<file path="config.mk">
export PLATFORM = sky130hd
export DESIGN_NAME = addsub_flag_stage
export DESIGN_NICKNAME = d
export VERILOG_FILES = /design/src/rtl/addsub_flag_stage.sv
export SDC_FILE = /design/constraint.sdc
export NUM_CORES = 1
export LEC_CHECK = 0
export CAP_MARGIN = 30
export CORE_MARGIN = 2
export CORE_UTILIZATION = 45
export DETAILED_ROUTE_END_ITERATION = 12
export PLACE_DENSITY = 0.76
export SLEW_MARGIN = 20
export SYNTH_ARGS = -nofsm -noshare
export SYNTH_HDL_FRONTEND = slang
export SYNTH_SLANG_ARGS = --single-unit
</file>
<file path="constraint.sdc">
create_clock -name clk -period 2.22 [get_ports clk]
set_clock_uncertainty 0.1 [all_clocks]
set_input_delay 0.222 -clock clk [delete_from_list [all_inputs] [get_ports clk]]
set_output_delay 0.222 -clock clk [all_outputs]
set_load 0.01 [all_outputs]
</file>
<file path="src/rtl/addsub_flag_stage.sv">
// Result stage behind the adder/subtractor: buffers results with Z/N/V/C flags, plus a sticky overflow bit.
// Latency: an entry accepted into an empty buffer is visible on out_* the following cycle.
// Backpressure: in_ready = (count < DEPTH) from registered state only; when full a push is refused even alongside a pop.
//
// Ports: clk/nrst (async active-low); in_valid/in_ready with a, b, sel (0=add, 1=sub), s (adder sum);
//        out_valid/out_ready with out_result, out_zero, out_neg, out_ovf, out_carry;
//        ovf_clr (sync clear) and ovf_sticky.
// Optional macro ADDSUB_SATURATE_EN: stored result saturates on signed overflow.
module addsub_flag_stage #(
    parameter int WIDTH = 32,
    parameter int DEPTH = 2
) (
    input  logic             clk,
    input  logic             nrst,
    input  logic             in_valid,
    output logic             in_ready,
    input  logic [WIDTH-1:0] a,
    input  logic [WIDTH-1:0] b,
    input  logic             sel,
    input  logic [WIDTH-1:0] s,
    output logic             out_valid,
    input  logic             out_ready,
    output logic [WIDTH-1:0] out_result,
    output logic             out_zero,
    output logic             out_neg,
    output logic             out_ovf,
    output logic             out_carry,
    input  logic             ovf_clr,
    output logic             ovf_sticky
);

    localparam int PTR_W = $clog2(DEPTH);
    localparam int CNT_W = $clog2(DEPTH + 1);
    localparam int EW    = WIDTH + 4;

    localparam logic [PTR_W-1:0] PTR_ONE = 1;
    localparam logic [CNT_W-1:0] CNT_ONE = 1;
    localparam logic [CNT_W-1:0] CNT_MAX = CNT_W'(DEPTH);

    // Entry layout: {ovf, carry, neg, zero, result}
    logic [EW-1:0]    mem_q [DEPTH];
    logic [EW-1:0]    mem_d [DEPTH];
    logic [PTR_W-1:0] wr_ptr_q, wr_ptr_d;
    logic [PTR_W-1:0] rd_ptr_q, rd_ptr_d;
    logic [CNT_W-1:0] count_q, count_d;
    logic             ovf_sticky_q, ovf_sticky_d;

    logic             push, pop;
    logic             ovf_new, carry_new;
    logic [WIDTH-1:0] res_new;
    logic [EW-1:0]    entry_new;
    logic [EW-1:0]    head;

    assign in_ready  = (count_q < CNT_MAX);
    assign out_valid = (count_q != '0);
    assign push      = in_valid && in_ready;
    assign pop       = out_valid && out_ready;

    // Flag derivation at accept time; s is trusted as the adder result.
    always_comb begin
        ovf_new   = 1'b0;
        carry_new = 1'b0;
        res_new   = s;
        if (sel) begin
            ovf_new   = (a[WIDTH-1] != b[WIDTH-1]) && (s[WIDTH-1] != a[WIDTH-1]);
            carry_new = (a >= b);
        end else begin
            ovf_new   = (a[WIDTH-1] == b[WIDTH-1]) && (s[WIDTH-1] != a[WIDTH-1]);
            // a + b carries out exactly when a > (2^W - 1 - b), i.e. a > ~b.
            carry_new = (a > ~b);
        end
`ifdef ADDSUB_SATURATE_EN
        // Clamp toward the sign of a: positive overflow -> max, negative -> min.
        if (ovf_new) begin
            res_new = {a[WIDTH-1], {(WIDTH-1){~a[WIDTH-1]}}};
        end
`endif
        entry_new = {ovf_new, carry_new, res_new[WIDTH-1], (res_new == '0), res_new};
    end

    always_comb begin
        mem_d        = mem_q;
        wr_ptr_d     = wr_ptr_q;
        rd_ptr_d     = rd_ptr_q;
        count_d      = count_q;
        ovf_sticky_d = ovf_sticky_q;

        if (push) begin
            mem_d[wr_ptr_q] = entry_new;
            wr_ptr_d        = wr_ptr_q + PTR_ONE;
        end
        if (pop) begin
            rd_ptr_d = rd_ptr_q + PTR_ONE;
        end
        if (push && !pop) begin
            count_d = count_q + CNT_ONE;
        end else if (pop && !push) begin
            count_d = count_q - CNT_ONE;
        end

        // A new overflow beats a simultaneous clear.
        if (push && ovf_new) begin
            ovf_sticky_d = 1'b1;
        end else if (ovf_clr) begin
            ovf_sticky_d = 1'b0;
        end
    end

    always_ff @(posedge clk or negedge nrst) begin
        if (!nrst) begin
            for (int i = 0; i < DEPTH; i++) begin
                mem_q[i] <= '0;
            end
            wr_ptr_q     <= '0;
            rd_ptr_q     <= '0;
            count_q      <= '0;
            ovf_sticky_q <= 1'b0;
        end else begin
            mem_q        <= mem_d;
            wr_ptr_q     <= wr_ptr_d;
            rd_ptr_q     <= rd_ptr_d;
            count_q      <= count_d;
            ovf_sticky_q <= ovf_sticky_d;
        end
    end

    // Outputs come only from the head entry and read as zero while empty.
    assign head       = out_valid ? mem_q[rd_ptr_q] : '0;
    assign out_result = head[WIDTH-1:0];
    assign out_zero   = head[WIDTH];
    assign out_neg    = head[WIDTH+1];
    assign out_carry  = head[WIDTH+2];
    assign out_ovf    = head[WIDTH+3];
    assign ovf_sticky = ovf_sticky_q;

endmodule

</file>
==> results of run 1 <==
-- repair_timing --
action | in CTS | in global routing
gates resized for setup | 7 | 64
hold endpoints to repair | 75 | 0
hold buffers | 1 | 0
cloned | 0 | 0
setup buffers | 0 | 2
pin swaps | 1 | 15
setup endpoints to repair | 27 | 31
-- path summary, 6_finish.rpt --
path / start / to / slack, ps
setup / recovery: b[1] / mem_q[34]$_DFFE_PN0P_ / 20
hold / removal: nrst / mem_q[11]$_DFFE_PN0P_ / 320
setup reg to reg: count_q[1]$_DFFE_PN0P_ / mem_q[29]$_DFFE_PN0P_ / 440
hold reg to reg: mem_q[33]$_DFFE_PN0P_ / mem_q[33]$_DFFE_PN0P_ / 410
max in group asynchronous: nrst / rd_ptr_q$_DFFE_PN0P_ / 1360
min in group clk: ovf_clr / ovf_sticky$_DFFE_PN0P_ / 350
-- sequential cells by signal (all words and copies together), names as in the netlist --
| name | count |
|---|---|
| count_q | 2 |
| rd_ptr_q | 1 |
| wr_ptr_q | 1 |
| mem_q | 70 |
| ovf_sticky | 1 |
-- power breakdown --
part | total [µW] | switching, µW | internal [µW] | leakage, µW
Sequential | 2410 | 360 | 2050 | 0.000893
Clock | 1370 | 510 | 860 | 0.000130
Combinational | 4110 | 1760 | 2350 | 0.00252
-- worst reg2reg max path: cells and delay by family, from the launching register on --
kind	cells	cell delay, ps
muxes	1	390
buffers and inverters	3	480
and+or+nand+nor	2	330
DFF	1	370
-- stage by stage --
stage	util	cell area [µm²]	TNS (ps)	hold slack [ps]	instances
detailed placement	0.630	6830	-850	191	777
CTS	0.658	7130	0	338	793
floorplan	-	5010	0	-174	476
global placement	0.630	6830	-709	177	777
finish	0.693	7520	0	319	795
global route	0.693	7520	-51.1	332	795
-- layout make-up --
type	instances	share of cell area
repair buffers	180	0.240
clock buffers	9	0.0165
inverters	47	0.0235
multi-input cells	338	0.428
well taps	140	0.0233
clock inverters	6	0.0183
flip-flops and latches	75	0.250
-- kinds of logic (layout without fill, tap and decap cells) --
family | after synthesis | count (layout)
simple gates | 104 | 104
mux | 101 | 101
buf+inv | 63 | 242
xor+xnor | 7 | 7
compound gates | 61 | 61
fa+ha+maj | 65 | 65
flops | 75 | 75
-- routing by layer --
metal / track usage / share of wire / vias up
met5: 0 / 0 / -
met4: 0.0624 / 0.020 / 0
met3: 0.0397 / 0.035 / 19
met2: 0.379 / 0.52 / 101
met1: 0.269 / 0.43 / 2041
li1: - / - / 2008
-- layout by cell type, fill, tap and decap left out, types with 2 or more instances in the layout --
cell type	n
o21a_1	2
o21ai_0	12
a21oi_1	28
buf_6	2
nor4_1	12
buf_12	4
xnor2_1	3
o31ai_1	4
nor2_1	45
dlymetal6s2s_1	21
inv_1	39
mux2_2	66
nor4_4	3
nand4_1	5
nand2_1	17
inv_2	8
dfrtp_1	74
buf_4	33
and4_1	2
nor2b_1	5
nor2_2	3
dlygate4sd2_1	2
ha_1	45
ha_4	20
bufinv_16	4
clkbuf_8	9
xor2_1	4
mux2i_1	35
clkdlybuf4s50_1	116
nand3_1	3
==> results.md, run 1 <==
- The number of antenna violations at the first check in global routing is 0.
- The synthesized netlist net count is ~640.
- The worst hold-check path type is input port to async pin.
- The sequential area share after synthesis is 0.374.
- The worst slack after detailed placement is -437 ps.
- The final layout contains routed wiring with a total length of approximately 13 mm.
- The fill cell total of the finished layout is 808.
- The repair_antennas step left the layout with diodes totalling 0.
- After floorplanning, the core was sized to cover 10800 µm².
- Counting flops with an async set or reset pin after synthesis yields a share of 1.00.
- The post-synthesis adder-cell area fraction is 0.162.
- Summed over all nets, the half-perimeter wirelength after detailed placement is ~9.5 mm.
- The power after layout is ~8000 µW.
- The remaining antenna violation count after routing is 0.
- The TritonCTS clock tree is yes.
- In this run, CTS created clock tree buffers numbering 9.
- From bottom edge to top edge, the die measures between 100 and 150 µm.
- The final-report setup violation count is 0.
- After synthesis the netlist holds a flip-flop and latch count of between 70 and 80.
- The Yosys step of the flow raised 0 warnings.
- The clock root buffer master is clkbuf_8.
- The horizontal extent of the die is ~110 µm.
- The max-slew violation total from the final report is 0.
- The pin count of the biggest net entering global routing is 76.
- The commonest cells after synthesis are dfrtp_1, mux2_2, ha_1.
- Derived from the worst setup path, the maximum achievable clock frequency is 454 MHz.
- The worst voltage drop across the vdd grid is approximately 670 µV.
- The post-layout worst setup margin is a little under 20 ps.
- The number of global-route vias before repair is 4391.
- The synthesized netlist occupies a cell area of 5010 µm².
- After the first detailed-routing iteration, the DRC count stood at ~130.
- The maximum clock insertion buffer count is 2.
- STA classifies the critical path startpoint as an input port.
- The later pin in the worst-skew pair is clocked with a latency of approximately 350 ps.
- Of the cells placed in the final design, the portion with a size suffix greater than 1 is 0.258.
- Sorting the synthesized cells by area gives the leading types as dfrtp_1, ha_1, mux2_2.
- At the worst endpoint, the arrival time is between 2000 and 2500 ps.
- The number of optimization iterations in the first detailed-route pass is 4.
- The critical path runs through a total of 8 cells.
- After synthesis, the largest family of logic cells by area is multiplexers.
- Max-cap violations in this run came to 0.
- The normalized max-slew margin is 0.727.
- Dividing total power by cell area gives a power density of between 1000 and 1500 nW/µm².
- The run finished with clean final reports.
- The H-tree was split into 3 levels.
- The worst reg-to-reg path cell count is 6.
- The vias per cell is 5.24.
- On the critical path, the stage with the largest delay is an instance of clkdlybuf4s50_1.
- In this design, the stage delay of the slowest critical-path cell is 510 ps.
- The final hold violation count is 0.
- The final route contains around 4.2k vias.
- The sequential cells in the finished layout cover a total of roughly 1900 µm².
- The main flop type after synthesis is dfrtp_1.
- The compound-gate portion of the synthesized area is 0.0766.
- The floorplan step defined a die boundary enclosing around 12000 µm².
- The category of the critical setup timing path is input port to flip-flop.
- The actual slew at the worst max-slew pin is roughly 410 ps.
- The count of input and output buffers is 140.
- The smallest clock period supported by the final layout is computed as between 2000 and 2500 ps.
- The leakage power figure is 0.00355 µW.
- After global routing the overflow that remains totals 0.
- The clock-pin transition on the worst setup and hold timing paths is around 80 ps.
- Setup repair after global routing could not meet its margin everywhere.
- Counting every instance in the synthesized netlist gives about 480.
- At the end of the flow, the number of nets in the layout was between 800 and 900.
- In the global route stage, overall resource usage came out at 0.215.
- Routability-driven placement finished with a final weighted congestion of between 0.8 and 0.9.
- The DRC violation count after routing is 0.
- STA classifies the critical path endpoint as a flip-flop.
- The average size of a mapped cell is ~11 µm².
- The starting density of the core is 0.463.
- The most repeated cell in the gate-level netlist after synthesis is dfrtp_1.
- The growth of design area from synthesis to finish is 49.9%.
- The first global-routing pass estimated 20.2 mm of wire.
- The number of buffers and inverters on the critical path is 2.
- The library cell occupying the most area in the post-synthesis netlist is dfrtp_1.
- The top-area cell type share of the netlist area is 0.374.
- The simple-gate portion of the synthesized area is 0.105.
- In the final routed layout, each cell accounts on average for between 15 and 20 µm.
- The required time of the worst setup path is about 2300 ps.
- The multi-input combinational cells in the finished layout cover a total of approximately 3200 µm².
- The signal on the critical path passes through clkdlybuf4s50_1, inv_2, ha_4, a2111oi_4, o32ai_4, o311a_1, a211oi_2, a41oi_2.
- Row generation in the floorplan step produced 38 rows.
- The number of flops mapped to enable cells by yosys is 0.
- The netlist uses 44 different library cells.
- The final cycle utilization of the critical path is 0.991.
- The total clock sinks is 75.
- The number of primary I/O pins is 141.
- The kind of cell adding the most delay to the critical path is compound AO/OA/AOI/OAI gates.
- In this run the worst path has a maximum fanout of 3.
- The xor/xnor share of the synthesized area is 0.0122.
- After synthesis, the share of cell area in mux cells is 0.218.
(Power assumes the default switching activity.)
==> run 2: changes to the inputs <==
CORE_MARGIN = default   (was 2)
==> run 2 against run 1 <==
Clock power is 17% lower. Via count is 0.31% lower. Worst hold slack better by 41 ps. Sequential power hardly changed. Final cell count is 0.88% higher.
==> results.md, run 2 (synthesized netlist as in run 1, its figures left out) <==
- The vias per cell is about 5.2.
- The core area is between 10000 and 15000 µm².
- In the global route stage, met2 resource usage came out at 0.403.
- The pin count of the biggest net entering global routing is 36.
- The largest registers in the layout are mem_q (70), count_q (2).
- The startpoint identified for the worst register-to-register timing path is count_q[1]$_DFFE_PN0P_.
- The placed cell count is between 700 and 800.
- The final hold violation count was 0.
- The wire-length estimate of the detail-placed layout is 9.56 mm.
- The growth of design area from synthesis to finish is 49.6%.
- The worst setup path is captured at a flip-flop.
- The final cycle utilization of the critical path is 0.980.
- In this design, the stage delay of the slowest critical-path cell is approximately 500 ps.
- The analysis attributes to cell leakage a power of ~0.0035 µW.
- The most common cell after layout, fill and taps aside is clkdlybuf4s50_1.
- The die area is ~12000 µm².
- Subtracting the final worst setup slack from the clock period gives between 2000 and 2500 ps.
- For flop-to-flop paths, the worst setup slack is about 420 ps.
- The slowest stage of the critical path is the clkdlybuf4s50_1 cell.
- After clock tree synthesis, the clock-pin slew on the worst setup and hold paths is about 80 ps.
- The finished cells cover 7500 µm².
- The library cells used most frequently in the layout, excluding fill and tap cells, are clkdlybuf4s50_1, dfrtp_1, mux2_2, ha_1, nor2_1.
- The global route total overflow is 0.
- Setup violations remaining at the end of the flow were counted as 0.
- The critical path is of the input port to flip-flop type.
- The worst reg-to-reg path cell count is 6.
- The net count reported at finish is 824.
- The path class of the tightest hold or removal check is input port to async pin.
- The standard cell area after detailed placement is approximately 6900 µm².
- The cell sitting at the root of the clock tree is a clkbuf_8.
- The global routing usage summed across all routing layers is 0.226.
- In this run the tightest slew margin relative to its limit is 0.504.
- The number of antenna violations at the first check in global routing is 0.
- STA classifies the critical path startpoint as an input port.
- In this run the horizontal extent of the chip is 108 µm.
- The capture point of the critical path is mem_q[70]$_DFFE_PN0P_.
- Clock tree synthesis found a total of between 70 and 80 sinks.
- Of the cells placed in the final design, the portion with a size suffix greater than 1 is 0.258.
- For the pin with the worst max-slew slack, the measured transition is roughly 740 ps.
- Of all nets on the critical path, the largest fanout is 5.
- The highest attainable clock frequency is between 400 and 500 MHz.
- The register with the most flip-flops is mem_q.
- The H-tree depth is 3.
- At the end of routability-driven placement, the weighted congestion stood at 0.786.
- Across the VDD grid, the largest voltage drop is approximately 860 µV.
- For this run, the number of standard cells in the final layout without fillers is about 800.
- The max-capacitance violation count is 0.
- The clock passes through at most 2 buffers.
- The count of input and output buffers is 140.
- The final route contains 4156 vias.
- The number of primary I/O pins is ~140.
- Walking the worst path, the cells encountered are clkdlybuf4s50_1, inv_1, ha_4, nand4_1, or3_1, o32ai_2, o311a_1, a211oi_2, a31oi_1.
- Summed over all layers, the routed wires come to ~13 mm.
- The fraction of met1 tracks used by global routing is 0.275.
- The routed wire length per instance is approximately 16 µm.
- The kind of cell adding the most delay to the critical path is compound AO/OA/AOI/OAI gates.
- The pre-antenna-repair detailed-routing pass consisted of 4 iterations.
- The critical path contains buffers and inverters numbering 2 combined.
- The final antenna diode count is 0.
- The cell count along the critical path is 9.
- In the routed design, unresolved DRC markers number 0.
- Row generation in the floorplan step produced 38 rows.
- The number of global-route vias before repair is 4371.
- The critical register-to-register path endpoint is mem_q[14]$_DFFE_PN0P_.
- The starting density of the core is 0.463.
- The required time of the worst setup path is 2380 ps.
- In the global route stage, met3 resource usage came out at 0.0448.
- In this run the remaining antenna-violating nets after routing total 0.
- Dividing total power by cell area gives a power density of about 1000 nW/µm².
- Clock latency on the worst-skew pair, taken at its later pin, is ~350 ps.
- The most critical setup path has its startpoint at b[11].
- After global routing, the most crowded layer is met2.
- The global-route wire length before repair is slightly above 20 mm.
- The data arrival at the endpoint of the critical path is 2340 ps.
- The detailed router finished its first iteration with ~130 violations.
- The TritonCTS clock tree is yes.
- The height of the chip is 108 µm.
- The number of buffers created by CTS is 9.
- The flip-flop count of the largest register after layout is 70.
- The max-slew violation total from the final report is 0.
- The flow ran to the end, and the final reports show no timing, DRC or antenna violations.
## run 2: what timing repair did
item	in CTS	in global routing
resized for setup	6	51
endpoints found under the hold margin	31	0
pin swaps	5	17
hold buffers	1	0
endpoints found under the setup margin	26	12
buffers inserted	2	1
## run 2: through the flow
stage | total power, µW | setup TNS (ps) | worst slack (ps) | hold slack (ps) | util
4_1_cts | 7780 | 0 | 2.88 | 351 | 0.663
6_report | 7780 | 0 | 44.9 | 360 | 0.692
2_1_floorplan | 4600 | 0 | 211 | -174 | -
3_5_place_dp | 6570 | -949 | -486 | 223 | 0.636
5_1_grt | 8290 | -36.7 | -31.5 | 360 | 0.692
3_3_place_gp | 6440 | -735 | -384 | 223 | 0.636
## run 2: power breakdown
| group | leakage (µW) | internal [µW] | switching [µW] |
|---|---|---|---|
| clock | 0.000101 | 628 | 508 |
| combinational | 0.00252 | 2440 | 1780 |
| sequential | 0.000893 | 2050 | 374 |
| total | 0.00351 | 5120 | 2660 |
## run 2: cell type report
cell class,instances,area (µm²)
fill,829,3340
multi-input combinational,338,3200
sequential,75,1880
timing repair buffer,186,1860
inverter,47,176
tap,140,175
clock buffer,9,124
clock inverter,7,92.6
## run 2: how the worst min path moves through the flow
| stage | from | end | slack, ps |
|---|---|---|---|
| after floorplan | nrst | count_q[0]$_DFFE_PN0P_ | -170 |
| after global placement | nrst | mem_q[47]$_DFFE_PN0P_ | 220 |
| after detailed placement | nrst | mem_q[47]$_DFFE_PN0P_ | 220 |
| after CTS | ovf_clr | ovf_sticky$_DFFE_PN0P_ | 350 |
| after global routing | ovf_clr | ovf_sticky$_DFFE_PN0P_ | 360 |
| final | nrst | mem_q[47]$_DFFE_PN0P_ | 360 |
## run 2: routing by layer
metal  share of wire  routed length (µm)
met2            0.52                6790
met5               0                   0
met1            0.43                5590
met4           0.018                 238
met3           0.032                 418
==> run 3: changes to the inputs <==
CORE_MARGIN = 5   (was default)
==> run 3 against run 2 <==
Die area rose by 15%. Flip-flop and latch count did not move. Count of clock-buffer cells in the layout rose by 2. First-iteration DRC count rose by 30%. Global-route usage fell by 3.1 points. Routed wire length rose by 0.37%. Fmax rose by 0.46%. Worst hold slack improved by 2.3 ps. Final area fell by 1.3%. Critical endpoint is now mem_q[34]$_DFFE_PN0P_. Largest power group unchanged. Highest routed layer unchanged.
==> results.md, run 3 (synthesized netlist as in run 1, its figures left out) <==
- The type of destination of the critical path is a flip-flop.
- After clock tree synthesis, the clock-pin slew on the worst setup and hold paths is 70 ps.
- At the pin with the least slew margin, the transition time is ~700 ps.
- The top cell types in the final layout, fill and taps aside, are clkdlybuf4s50_1, dfrtp_1, mux2_2, ha_1, nor2_1.
- STA classifies the critical path startpoint as an input port.
- The capture point of the critical path is mem_q[34]$_DFFE_PN0P_.
- The H-tree depth is 3.
- The final layout contains 814 nets.
- The routed design could run at a clock period as short as about 2200 ps.
- The growth of design area from synthesis to finish is 47.6%.
- The register with the most flip-flops is mem_q.
- The number of antenna violations at the first check in global routing is 0.
- The most utilized layer in the global route result is met2.
- The analysis attributes to net switching a power of about 2600 µW.
- The final hold violation count was 0.
- The initial DRC count is between 150 and 200.
- The TritonCTS clock tree is yes.
- The die area is ~13000 µm².
- The vias per cell is between 5 and 6.
- The max-slew violation total from the final report was 0.
- The sum of negative setup slack is 0 ps.
- The final-report setup violation count is 0.
- CTS placed an instance of clkbuf_8 at the clock tree root.
- The overall routed net length is 13.1 mm.
- Setup repair after global routing could not meet its margin everywhere.
- The critical register-to-register path endpoint is mem_q[19]$_DFFE_PN0P_.
- The data arrival at the endpoint of the critical path is approximately 2300 ps.
- The half-perimeter wire length after placement is around 10 mm.
- The startpoint of the most critical setup path is a[30].
- The horizontal extent of the die is about 120 µm.
- The fraction of met3 tracks used by global routing is 0.0371.
- The worst hold-check path type is input port to flip-flop.
- The worst setup slack for register-to-register paths is ~400 ps.
- Buffers added to address setup during post-CTS repair amount to 0.
- The height of the chip is ~120 µm.
- Cell internal power was estimated by the tool at 4980 µW.
- After floorplanning, the core was divided into 38 placement rows.
- The core area is about 11000 µm².
- Summed over all layers, the global routing overflow is 0.
- Of the total power, the share spent switching nets is 0.345.
- The final antenna diode count is 0.
- The total power per unit cell area is between 1000 and 1500 nW/µm².
- The largest registers in the layout are mem_q (70), count_q (2).
- The number of global-route vias before repair is between 4k and 5k.
- The final standard cell utilization of the core is 0.680.
- The tool flagged a number of max-cap violations equal to 0.
- The worst reg-to-reg path cell count is 6.
- The longest clock path from root to sink contains 2 buffers.
- Of the total power, the clock network draws 0.135.
- The worst slack after detailed placement is -447 ps.
- Once detail routing completed, the nets flagged for antenna violations numbered 0.
- At the worst endpoint, the required time is about 2400 ps.
- Along the worst path, the maximum fanout reaches 2.
- Setup slack closes at 55.0 ps.
- The critical path is of the input port to flip-flop type.
- After detailed routing, the average wire length per cell comes to between 15 and 20 µm.
- The global routing usage summed across all routing layers is 0.195.
- The worst voltage drop across the vdd grid is 764 µV.
- The clock reaches the later pin of the worst-skew pair after about 330 ps.
- The number of optimization iterations in the first detailed-route pass is 4.
- The run finished with clean final reports.
- The library cell used most frequently in the layout, excluding fill and tap cells, is clkdlybuf4s50_1.
- Final hold analysis gives a worst-case slack of between 300 and 400 ps.
- The normalized max-slew margin is 0.533.
- The first global-routing pass estimated ~21 mm of wire.
- The DRC violation count after routing is 0.
- The pin count of the biggest net entering global routing is 47.
- The detailed-route via count is between 4k and 5k.
- For this configuration, the core starts out at a cell density of 0.461.
- The routability congestion estimate from global placement is around 0.81.
- Of the available clock period, the critical path in the final layout requires 0.975.
- During placement, the flow inserted port buffers numbering between 100 and 150.
- The flip-flop count of the largest register after layout is 70.
- Derived from the worst setup path, the maximum achievable clock frequency is 462 MHz.
- The number of buffers created by CTS is 9.
- The worst register-to-register path begins at count_q[1]$_DFFE_PN0P_.
- The proportion of layout cells with a drive suffix above 1 is 0.247.
- The fraction of met1 tracks used by global routing is 0.240.
- For this design the static power due to leakage is around 0.0034 µW.
- The relative contribution of combinational cells to total power is 0.549.
- The met2 track demand over resource is 0.359.
- The share of total power dissipated in sequential elements is 0.316.
- In this run the count of I/O pins placed on the die edge is approximately 140.
- The total clock sinks is 75.
-- run 3: cell count changes in the layout (fill, tap and decap cells not counted), moves of 2 or more --
cell | previous run | this run
nor4_4 | 3 | 5
clkinvlp_4 | 3 | 1
clkdlybuf4s50_1 | 120 | 131
nor4_2 | 3 | 1
dlymetal6s2s_1 | 19 | 8
a21oi_2 | 1 | 3
inv_1 | 42 | 44
a21oi_1 | 28 | 26
inv_2 | 5 | 3
buf_4 | 39 | 31
-- run 3: cell type report --
| type | instances | area (µm²) |
|---|---|---|
| tap | 140 | 175 |
| clock buffer | 11 | 141 |
| clock inverter | 4 | 51.3 |
| multi-input combinational | 338 | 3240 |
| inverter | 47 | 176 |
| sequential | 75 | 1880 |
| fill | 837 | 3490 |
| timing repair buffer | 176 | 1740 |
-- run 3: timing repair --
| item | in CTS | in global routing |
|---|---|---|
| gates resized for setup | 21 | 27 |
| hold buffers | 1 | 0 |
| hold endpoints to repair | 29 | 0 |
| setup endpoints to repair | 2 | 6 |
| pin swaps | 10 | 11 |
-- run 3: worst min-delay path by stage --
stage | start | to | slack [ps] | cells after the start
6_report | ovf_clr | ovf_sticky$_DFFE_PN0P_ | 360 | 2
3_3_place_gp | nrst | mem_q[6]$_DFFE_PN0P_ | 190 | 1
3_5_place_dp | nrst | mem_q[46]$_DFFE_PN0P_ | 200 | 1
5_1_grt | ovf_clr | ovf_sticky$_DFFE_PN0P_ | 350 | 2
4_1_cts | ovf_clr | ovf_sticky$_DFFE_PN0P_ | 350 | 2
2_1_floorplan | nrst | count_q[0]$_DFFE_PN0P_ | -170 | 0
-- run 3: per-layer routing --
layer,vias up,share of wire
li1,1998,-
met1,2027,0.42
met2,82,0.54
met3,6,0.036
met4,0,0.0068
met5,-,0
-- run 3: worst max-delay path, cell delays in order --
cell and delay [ps]:
clkdlybuf4s50_1 550, ha_4 240, nor4_4 300, nand4_2 190
a21oi_2 190, nor4_2 60, o32a_1 370, a41oi_2 190
-- run 3: power groups by stage --
stage | clock, µW | combinational (µW) | sequential [µW]
global route | 1110 | 4530 | 2490
finish | 1020 | 4170 | 2410
CTS | 1050 | 4200 | 2410
detailed placement | 0 | 4130 | 2430
global placement | 0 | 4040 | 2380
floorplan | 0 | 2300 | 2300
-- run 3: per-stage QoR --
stage / cell area, µm² / power (µW) / cells
floorplan: 5010 / 4600 / 476
global route: 7400 / 8130 / 791
finish: 7400 / 7600 / 791
CTS: 7210 / 7660 / 791
global placement: 6830 / 6420 / 775
detailed placement: 6830 / 6560 / 775
